`src/rtl/fifo_drain_pkg.sv`:
```
// Shared types and elaboration-time helpers for the FIFO drain serializer.
package fifo_drain_pkg;

  typedef enum logic {
    IDLE = 1'b0,
    SEND = 1'b1
  } state_t;

  // Number of OUT_W-wide slices in one FIFO word.
  function automatic int slices(input int word_w, input int slice_w);
    return word_w / slice_w;
  endfunction

  // Slice-index width; a single-slice word still gets a 1-bit index.
  function automatic int idx_width(input int n);
    return (n > 1) ? $clog2(n) : 1;
  endfunction

endpackage

```
`src/rtl/fifo_drain_serializer.sv`:
```
// Read-side agent for fifo_flops: pops head words and streams them out
// LSB slice first over a valid/ready handshake.
module fifo_drain_serializer
  import fifo_drain_pkg::*;
#(
  parameter int bits  = 32,
  parameter int OUT_W = 8,
  parameter int CNT_W = 16
) (
  input  logic             clk,
  input  logic             rst,
  input  logic             en,
  input  logic             pndng,
  input  logic [bits-1:0]  fifo_dout,
  output logic             pop,
  output logic [OUT_W-1:0] out_data,
  output logic             out_valid,
  input  logic             out_ready,
  output logic             out_last,
  output logic             busy,
  output logic [CNT_W-1:0] words_popped
);

  localparam int N     = slices(bits, OUT_W);
  localparam int IDX_W = idx_width(N);
  localparam logic [IDX_W-1:0] LAST_IDX = IDX_W'(N - 1);

  if (bits % OUT_W != 0) begin : g_width_check
    $error("fifo_drain_serializer: bits must be a multiple of OUT_W");
  end

  state_t           state_reg, state_next;
  logic [bits-1:0]  shreg_reg;
  logic [IDX_W-1:0] idx_reg;
  logic [CNT_W-1:0] words_popped_reg;
  logic             accept;
  logic             load;

  // State register
  always_ff @(posedge clk or negedge rst) begin
    if (!rst) state_reg <= IDLE;
    else      state_reg <= state_next;
  end

  // Next-state logic. Holding pop low while reset is asserted keeps the
  // FIFO from advancing past a word the serializer cannot capture.
  always_comb begin
    accept     = out_valid && out_ready;
    load       = rst && en && pndng &&
                 ((state_reg == IDLE) || (accept && out_last));
    state_next = state_reg;
    if (load)
      state_next = SEND;
    else if (state_reg == SEND && accept && out_last)
      state_next = IDLE;
  end

  // Output logic
  always_comb begin
    pop          = load;
    out_valid    = 1'b0;
    out_last     = 1'b0;
    busy         = 1'b0;
    out_data     = '0;
    words_popped = words_popped_reg;
    if (state_reg == SEND) begin
      out_valid = 1'b1;
      busy      = 1'b1;
      out_last  = (idx_reg == LAST_IDX);
      out_data  = shreg_reg[OUT_W-1:0];
    end
  end

  // Datapath: a stalled slice leaves shreg/idx untouched.
  always_ff @(posedge clk or negedge rst) begin
    if (!rst) begin
      shreg_reg        <= '0;
      idx_reg          <= '0;
      words_popped_reg <= '0;
    end else if (load) begin
      shreg_reg        <= fifo_dout;
      idx_reg          <= '0;
      words_popped_reg <= words_popped_reg + CNT_W'(1);
    end else if (accept && !out_last) begin
      shreg_reg <= shreg_reg >> OUT_W;
      idx_reg   <= idx_reg + IDX_W'(1);
    end
  end

endmodule

```
`config.mk`:
```
export PLATFORM = sky130hd
export DESIGN_NAME = fifo_drain_serializer
export DESIGN_NICKNAME = d
export VERILOG_FILES = /design/src/rtl/fifo_drain_pkg.sv /design/src/rtl/fifo_drain_serializer.sv
export SDC_FILE = /design/constraint.sdc
export NUM_CORES = 1
export LEC_CHECK = 0
export BUFFER_PORTS_ARGS = -buffer_cell sky130_fd_sc_hd__buf_2
export CORE_MARGIN = 10
export CORE_UTILIZATION = 30
export DETAILED_ROUTE_END_ITERATION = 16
export HOLD_SLACK_MARGIN = 0.02
export PLACE_DENSITY = 0.52
export SKIP_CTS_REPAIR_TIMING = 1
export SLEW_MARGIN = 10
export SYNTH_ARGS = -nofsm -noshare
export SYNTH_HDL_FRONTEND = slang
export SYNTH_SLANG_ARGS = --single-unit
export TNS_END_PERCENT = 50
```
`constraint.sdc`:
```
create_clock -name clk -period 1.9 [get_ports clk]
set_clock_uncertainty 0.2 [all_clocks]
set_input_delay 0.285 -clock clk [delete_from_list [all_inputs] [get_ports clk]]
set_output_delay 0.285 -clock clk [all_outputs]
set_load 0.005 [all_outputs]
```
==> results of run 1 <==
[where the power goes]
part | internal [mW] | switching [mW]
sequential | 1.42 | 0.194
combinational | 0.610 | 0.619
clock | 0.386 | 0.344
[kinds of logic (layout without fill, tap and decap cells)]
logic type	Yosys count	count (layout)	share of synthesized area, %
AND/OR/NAND/NOR	133	133	26.16
flip-flops	51	51	53.57
adder cells (fa/ha/maj)	2	2	1.050
buffers and inverters	17	100	5.357
XOR/XNOR	16	16	6.198
AO/OA/AOI/OAI	26	26	7.668
[worst reg2reg max path: cells and delay by family (launching register included)]
family                   cells  cell delay (ns)
adder cells (fa/ha/maj)      1             0.21
AND/OR/NAND/NOR              2             0.51
AO/OA/AOI/OAI                1             0.06
flip-flops                   1             0.37
XOR/XNOR                     1             0.14
buffers and inverters        1             0.15
[worst min-delay path by stage]
| stage | startpoint | to |
|---|---|---|
| floorplan | rst | idx_reg[0] |
| global placement | words_popped[15] | words_popped[15] |
| detailed placement | words_popped[15] | words_popped[15] |
| CTS | rst | words_popped[9] |
| global route | fifo_dout[0] | shreg_reg[0] |
| finish | fifo_dout[0] | shreg_reg[0] |
[layout by cell type (no fill, tap or decap), types with 2 or more instances in the layout]
cell type / n
nand2_1: 68
buf_2: 63
dfrtp_1: 51
nand3_1: 21
nor2_1: 18
a31oi_1: 17
xnor2_1: 15
buf_4: 15
and2_1: 10
dlygate4sd3_1: 10
a22oi_1: 7
nand4_1: 5
clkbuf_8: 5
and4_1: 3
buf_12: 2
[final cells by class]
type / count / area (um2)
Timing Repair inverter: 1 / 5.005
Timing Repair Buffer: 91 / 579.3
Clock inverter: 1 / 30.03
Sequential cell: 51 / 1276
Multi-Input combinational cell: 177 / 983.4
Fill cell: 810 / 4644
Clock buffer: 6 / 72.57
Tap cell: 102 / 127.6
Inverter: 1 / 8.758
[per-stage QoR]
step | power, mW | instances | area (um2) | hold WS (ns) | TNS [ns]
finish | 3.571 | 430 | 3083 | 0.01305 | 0
global route | 3.852 | 430 | 3083 | 0.02055 | -0.06059
CTS | 3.573 | 413 | 2919 | -0.05458 | -0.2137
detailed placement | 2.837 | 406 | 2816 | 0.2631 | 0
global placement | 2.806 | 406 | 2816 | 0.2715 | 0
floorplan | 2.405 | 245 | 2382 | -0.2106 | 0
[routing by layer]
metal	wire (um)	up-vias	GRT usage [%]
met1	2683	868	12.52
met5	0	-	0
met2	2802	43	14.91
met3	329	5	3.127
met4	90	0	4.237
li1	-	989	-
==> results.md, run 1 <==
- Status: completed
- Grt total ovfl: 0
- Period utilization: 99.35%
- Async S/R FF share, synth: 100.0%
- Setup violations, final: 0
- Post-Syn Instances: 245
- Buf+Inv Stages, Crit Path: 2
- Reg2reg setup slack: 0.15 ns
- Nets: 367
- Max_cap viols: 0
- Syn Area/Cell: 9.724 um2
- CP endpoint kind: output port
- Final hold vios: 0
- Clock period minus final worst setup slack: 1.888 ns
- Library cells used by synthesis: 26
- Rows: 32
- Core Box Area: 0.007727 mm2
- I/O pins: 65
- Avg WL per Cell: 13.73 um
- Synth area leaders: dfrtp_1 (54%), nand2_1 (11%), xnor2_1 (5.5%), a31oi_1 (4.5%), nand3_1 (4.4%)
- Final WS setup: 0.01227 ns
- Post-synth top flop: dfrtp_1
- Worst-Skew Late Latency: 0.30 ns
- Pwr/cell area: 1158 mW/mm2
- Final GP Congestion: just over 0.7
- Max-slew violations: 0
- Slew @ Worst Pin: 0.6475 ns
- R2R depth: 6
- RSZ-0062 raised after global routing: yes
- Antenna violations before repair: 0
- Share of cells above drive strength 1: 29.88%
- Clock root buffer: clkbuf_8
- Final core utilization: 39.90%
- Critical Path Stages: 5
- Antenna Cells: 0
- Number of flops mapped to enable cells by yosys: 0
- Slowest CP cell: dfrtp_1
- Global-route wire length before repair: ~9400 um
- Height of the die: 109.1 um
- CTS H-tree depth: 2
- Synth Net Count: between 200 and 300
- Worst hold stages: 3
- Die ar.: 0.01191 mm2
- DP HPWL: 4142 um
- Critical Path Max Stage Delay: 0.40 ns
- Clock transition at the registers of the reported paths: 0.09 ns
- Pre-antenna DRT Iters: 4
- FF-to-FF End: words_popped[10]
- Max-Slew Margin vs Limit: 56.83%
- Ys Warns: 0
- Peak VDD IR: 343.5 uV
- Post-Route WL: 5905 um
- Flops & latches, synth: 51
- R2r startpoint: idx_reg[0]
- F_max: 529.7 MHz
- Share of the synthesized area in the top cell type: 53.57%
- WS Path Type: reg2out
- Seq/Total Area, Yosys: between 50% and 60%
- Initial drt markers: 90
- Cell-by-cell listing of the critical path: ha_2 -> a21boi_4 -> or2_4 -> clkinv_4 -> buf_6
- Overall Global Routing Usage: 9.814%
- Drc violations: 0
- Crit-path leading delay family: flip-flops
- Synthesized cell area: 0.002382 mm2
- Initial Utilization: between 30% and 40%
- I/O Buffers: 64
- # clock sinks: 51
- Clock tree buffer depth: 2
- Top cells by count, synth: nand2_1 (68), dfrtp_1 (51), nand3_1 (21)
- Final ANT Viol Nets: 0
- Number of global-route vias before repair: 1889
- Crit Path Max Fanout: 6
- Type of origin of the critical path: register
- Critical path startpoint: idx_reg[0]
- Die W: 109.1 um
- CTS tree: built
- Arrival time worst endpoint: 1.40 ns
- DR vias/cell: approximately 4.4
- Most instantiated library cell after synthesis: nand2_1
- Max FFs per register: 32
- Worst setup path endpoint: pop
- TritonCTS buffer count: 5
- Area grow syn2layout: 29.41%
- Required time worst endpoint: 1.41 ns
- Yosys top cell by area: dfrtp_1
- LEAKAGE: approximately 1.6 nW
- Pre-CTS setup slack: 0.1112 ns
- DR vias: 1905
- Worst hold path class: in2reg
- Largest net degree at the start of global routing: 52
Note: power is estimated with default switching activity, not from simulation.
==> run 2, diff against run 1 <==
--- a/config.mk
+++ b/config.mk
@@ -10,7 +10,7 @@
 export CORE_UTILIZATION = 30
 export DETAILED_ROUTE_END_ITERATION = 16
 export HOLD_SLACK_MARGIN = 0.02
-export PLACE_DENSITY = 0.52
+export PLACE_DENSITY = 0.51
 export SKIP_CTS_REPAIR_TIMING = 1
 export SLEW_MARGIN = 10
 export SYNTH_ARGS = -nofsm -noshare
==> constraint.sdc (replaced) <==
create_clock -name clk -period 1.8 [get_ports clk]
set_clock_uncertainty 0.2 [all_clocks]
set_input_delay 0.27 -clock clk [delete_from_list [all_inputs] [get_ports clk]]
set_output_delay 0.27 -clock clk [all_outputs]
set_load 0.005 [all_outputs]
==> run 2 against run 1 <==
Compared with the run above:
- the run now ends with setup timing left
- sequential share of layout area decreased by 0.98 points
- cell area increased by 2.4%
- register-to-register slack got worse by 0.07 ns
- utilization increased by 0.97 points
- total power increased by 7.7%
- count of clock-buffer cells in the layout decreased by 1
- via count decreased by 0.21%
- hold slack got worse by 0.0091 ns
- non-clock buffer count increased by 3
- sequential power increased by 6%
- largest power group unchanged
- highest routed layer unchanged
==> results.md, run 2 (synthesis gave the netlist of run 1 again) <==
- Drc violations: 0 (unchanged)
- TritonCTS buffer count: 5 (unchanged)
- Max-slew violations: 0 (unchanged)
- Status: finished, violations left (was completed)
- LEAKAGE: 1.585 nW (was 1.560 nW)
- Peak VDD IR: 502.4 uV (was 343.5 uV)
- Area occupied by multi-input gates: 996.0 um2 (was 983.4 um2)
- Clock period minus final worst setup slack: 1.837 ns
- R2R depth: 6 (unchanged)
- Final ANT Viol Nets: 0 (unchanged)
- Overall Global Routing Usage: 9.731% (was 9.814%)
- Initial drt markers: 99 (was 90)
- Antenna Cells: 0 (unchanged)
- Crit Path Max Fanout: 4 (was 6)
- Period utilization: 102.0%
- Hold WS: 0.003968 ns (was 0.01305 ns)
- Height of the die: 109.1 um (unchanged)
- Antenna violations before repair: 0 (unchanged)
- Largest net degree at the start of global routing: 52 (unchanged)
- Worst hold path class: in2reg (unchanged)
- Type of origin of the critical path: register (unchanged)
- Max-Slew Margin vs Limit: 56.41% (was 56.83%)
- F_max: 544.5 MHz
- Clock root buffer: clkbuf_8 (unchanged)
- Pre-antenna DRT Iters: 4 (unchanged)
- I/O pins: 65 (unchanged)
- CTS tree: built (unchanged)
- Global-route wire length before repair: 9273 um (was 9370 um)
- Reg2reg setup slack: 0.08 ns (was 0.15 ns)
- # clock sinks: 51 (unchanged)
- Pwr/cell area: 1218 mW/mm2 (was 1158 mW/mm2)
- CTS H-tree depth: 2 (unchanged)
- Clock tree buffer depth: 2 (unchanged)
- Rows: 32 (unchanged)
- Dpl cell area: 0.002821 mm2 (was 0.002816 mm2)
- Worst-Skew Late Latency: 0.30 ns (about the same)
- Max_cap viols: 0 (unchanged)
- Reg area: 0.001276 mm2 (unchanged)
- Number of global-route vias before repair: 1817 (was 1889)
- Commonest non-fill, non-tap cells in the layout: nand2_1 (68), buf_2 (62), dfrtp_1 (51) (was nand2_1 (68), buf_2 (63), dfrtp_1 (51))
- Post-Route WL: 5797 um (was 5905 um)
- Clock transition at the registers of the reported paths: 0.10 ns (was 0.09 ns)
- I/O Buffers: 64 (unchanged)
- Die ar.: 0.01191 mm2 (unchanged)
- Area grow syn2layout: 32.56% (was 29.41%)
- WS Path Type: reg2out (unchanged)
- Final hold vios: 0 (unchanged)
- DR vias: 1901 (was 1905)
- # fillers: 806 (was 810)
- Arrival time worst endpoint: 1.37 ns (was 1.40 ns)
- Failing checks: setup timing
- Share of cells above drive strength 1: 29.61% (was 29.88%)
- Grt total ovfl: 0 (unchanged)
- Slew @ Worst Pin: 0.6539 ns (was 0.6475 ns)
- CP endpoint kind: output port (unchanged)
- Final GP Congestion: 0.7330 (was 0.7210)
- Core Box Area: 0.007727 mm2 (unchanged)
- Worst hold stages: 3 (unchanged)
- Final core utilization: 40.87% (was 39.90%)
- Post-route cell area: 0.003158 mm2 (was 0.003083 mm2)
- Die W: 109.1 um (unchanged)
- DR vias/cell: 4.390 (was 4.430)
- Initial Utilization: 30.83% (unchanged)
- Leading cell type in the layout, fill and taps excluded: nand2_1 (unchanged)
- Nets: 369 (was 367)
- Final WS setup: -0.03655 ns (was 0.01227 ns)
- Required time worst endpoint: 1.33 ns (was 1.41 ns)
- DP HPWL: 4023 um (was 4142 um)
- Max FFs per register: 32 (unchanged)
- Avg WL per Cell: 13.39 um (was 13.73 um)
- RSZ-0062 raised after global routing: yes (unchanged)
- Setup violations, final: 1 (was 0)
## run 2: layer usage
metal  track usage, %  part of all wire, %
met2            14.65                   47
met5                0                    0
met4            3.672                  1.5
met1            12.88                   46
met3            2.832                  5.3
## run 2: through the flow
step	TNS (ns)	setup slack [ns]	power, mW	std cells
floorplan	0	0.003607	2.539	245
global placement	0	0.04010	2.962	405
detailed placement	0	0.02595	2.990	405
CTS	-0.3771	-0.3254	3.824	413
global route	-0.1181	-0.1003	4.178	433
finish	-0.03655	-0.03655	3.846	433
## run 2: final timing paths
check | start | to
min | fifo_dout[4] | shreg_reg[4]
max | idx_reg[1] | pop
max reg2reg | idx_reg[1] | shreg_reg[23]
min reg2reg | words_popped[15] | words_popped[15]
max in group asynchronous | rst | idx_reg[1]
min in group asynchronous | rst | words_popped[6]
## run 2: worst max-delay path: stages (launching register included)
cell      delay [ns]
dfrtp_1         0.42
ha_4            0.18
a21boi_4        0.12
or2_4           0.16
clkinv_4        0.07
buf_6           0.11
## run 2: layout make-up
cell class              count  share of cell area [%]
well taps                 102                   4.041
inverters                   1                  0.2773
multi-input cells         177                   31.54
repair buffers             94                   20.05
clock inverters             3                   1.506
flip-flops and latches     51                   40.41
clock buffers               5                   2.179
## run 2: report_power, final
group          internal (mW)  switching (mW)  total, mW
Combinational          0.674           0.651       1.32
Clock                  0.422           0.396      0.818
Sequential              1.49           0.209       1.70
Total                   2.59            1.26       3.85
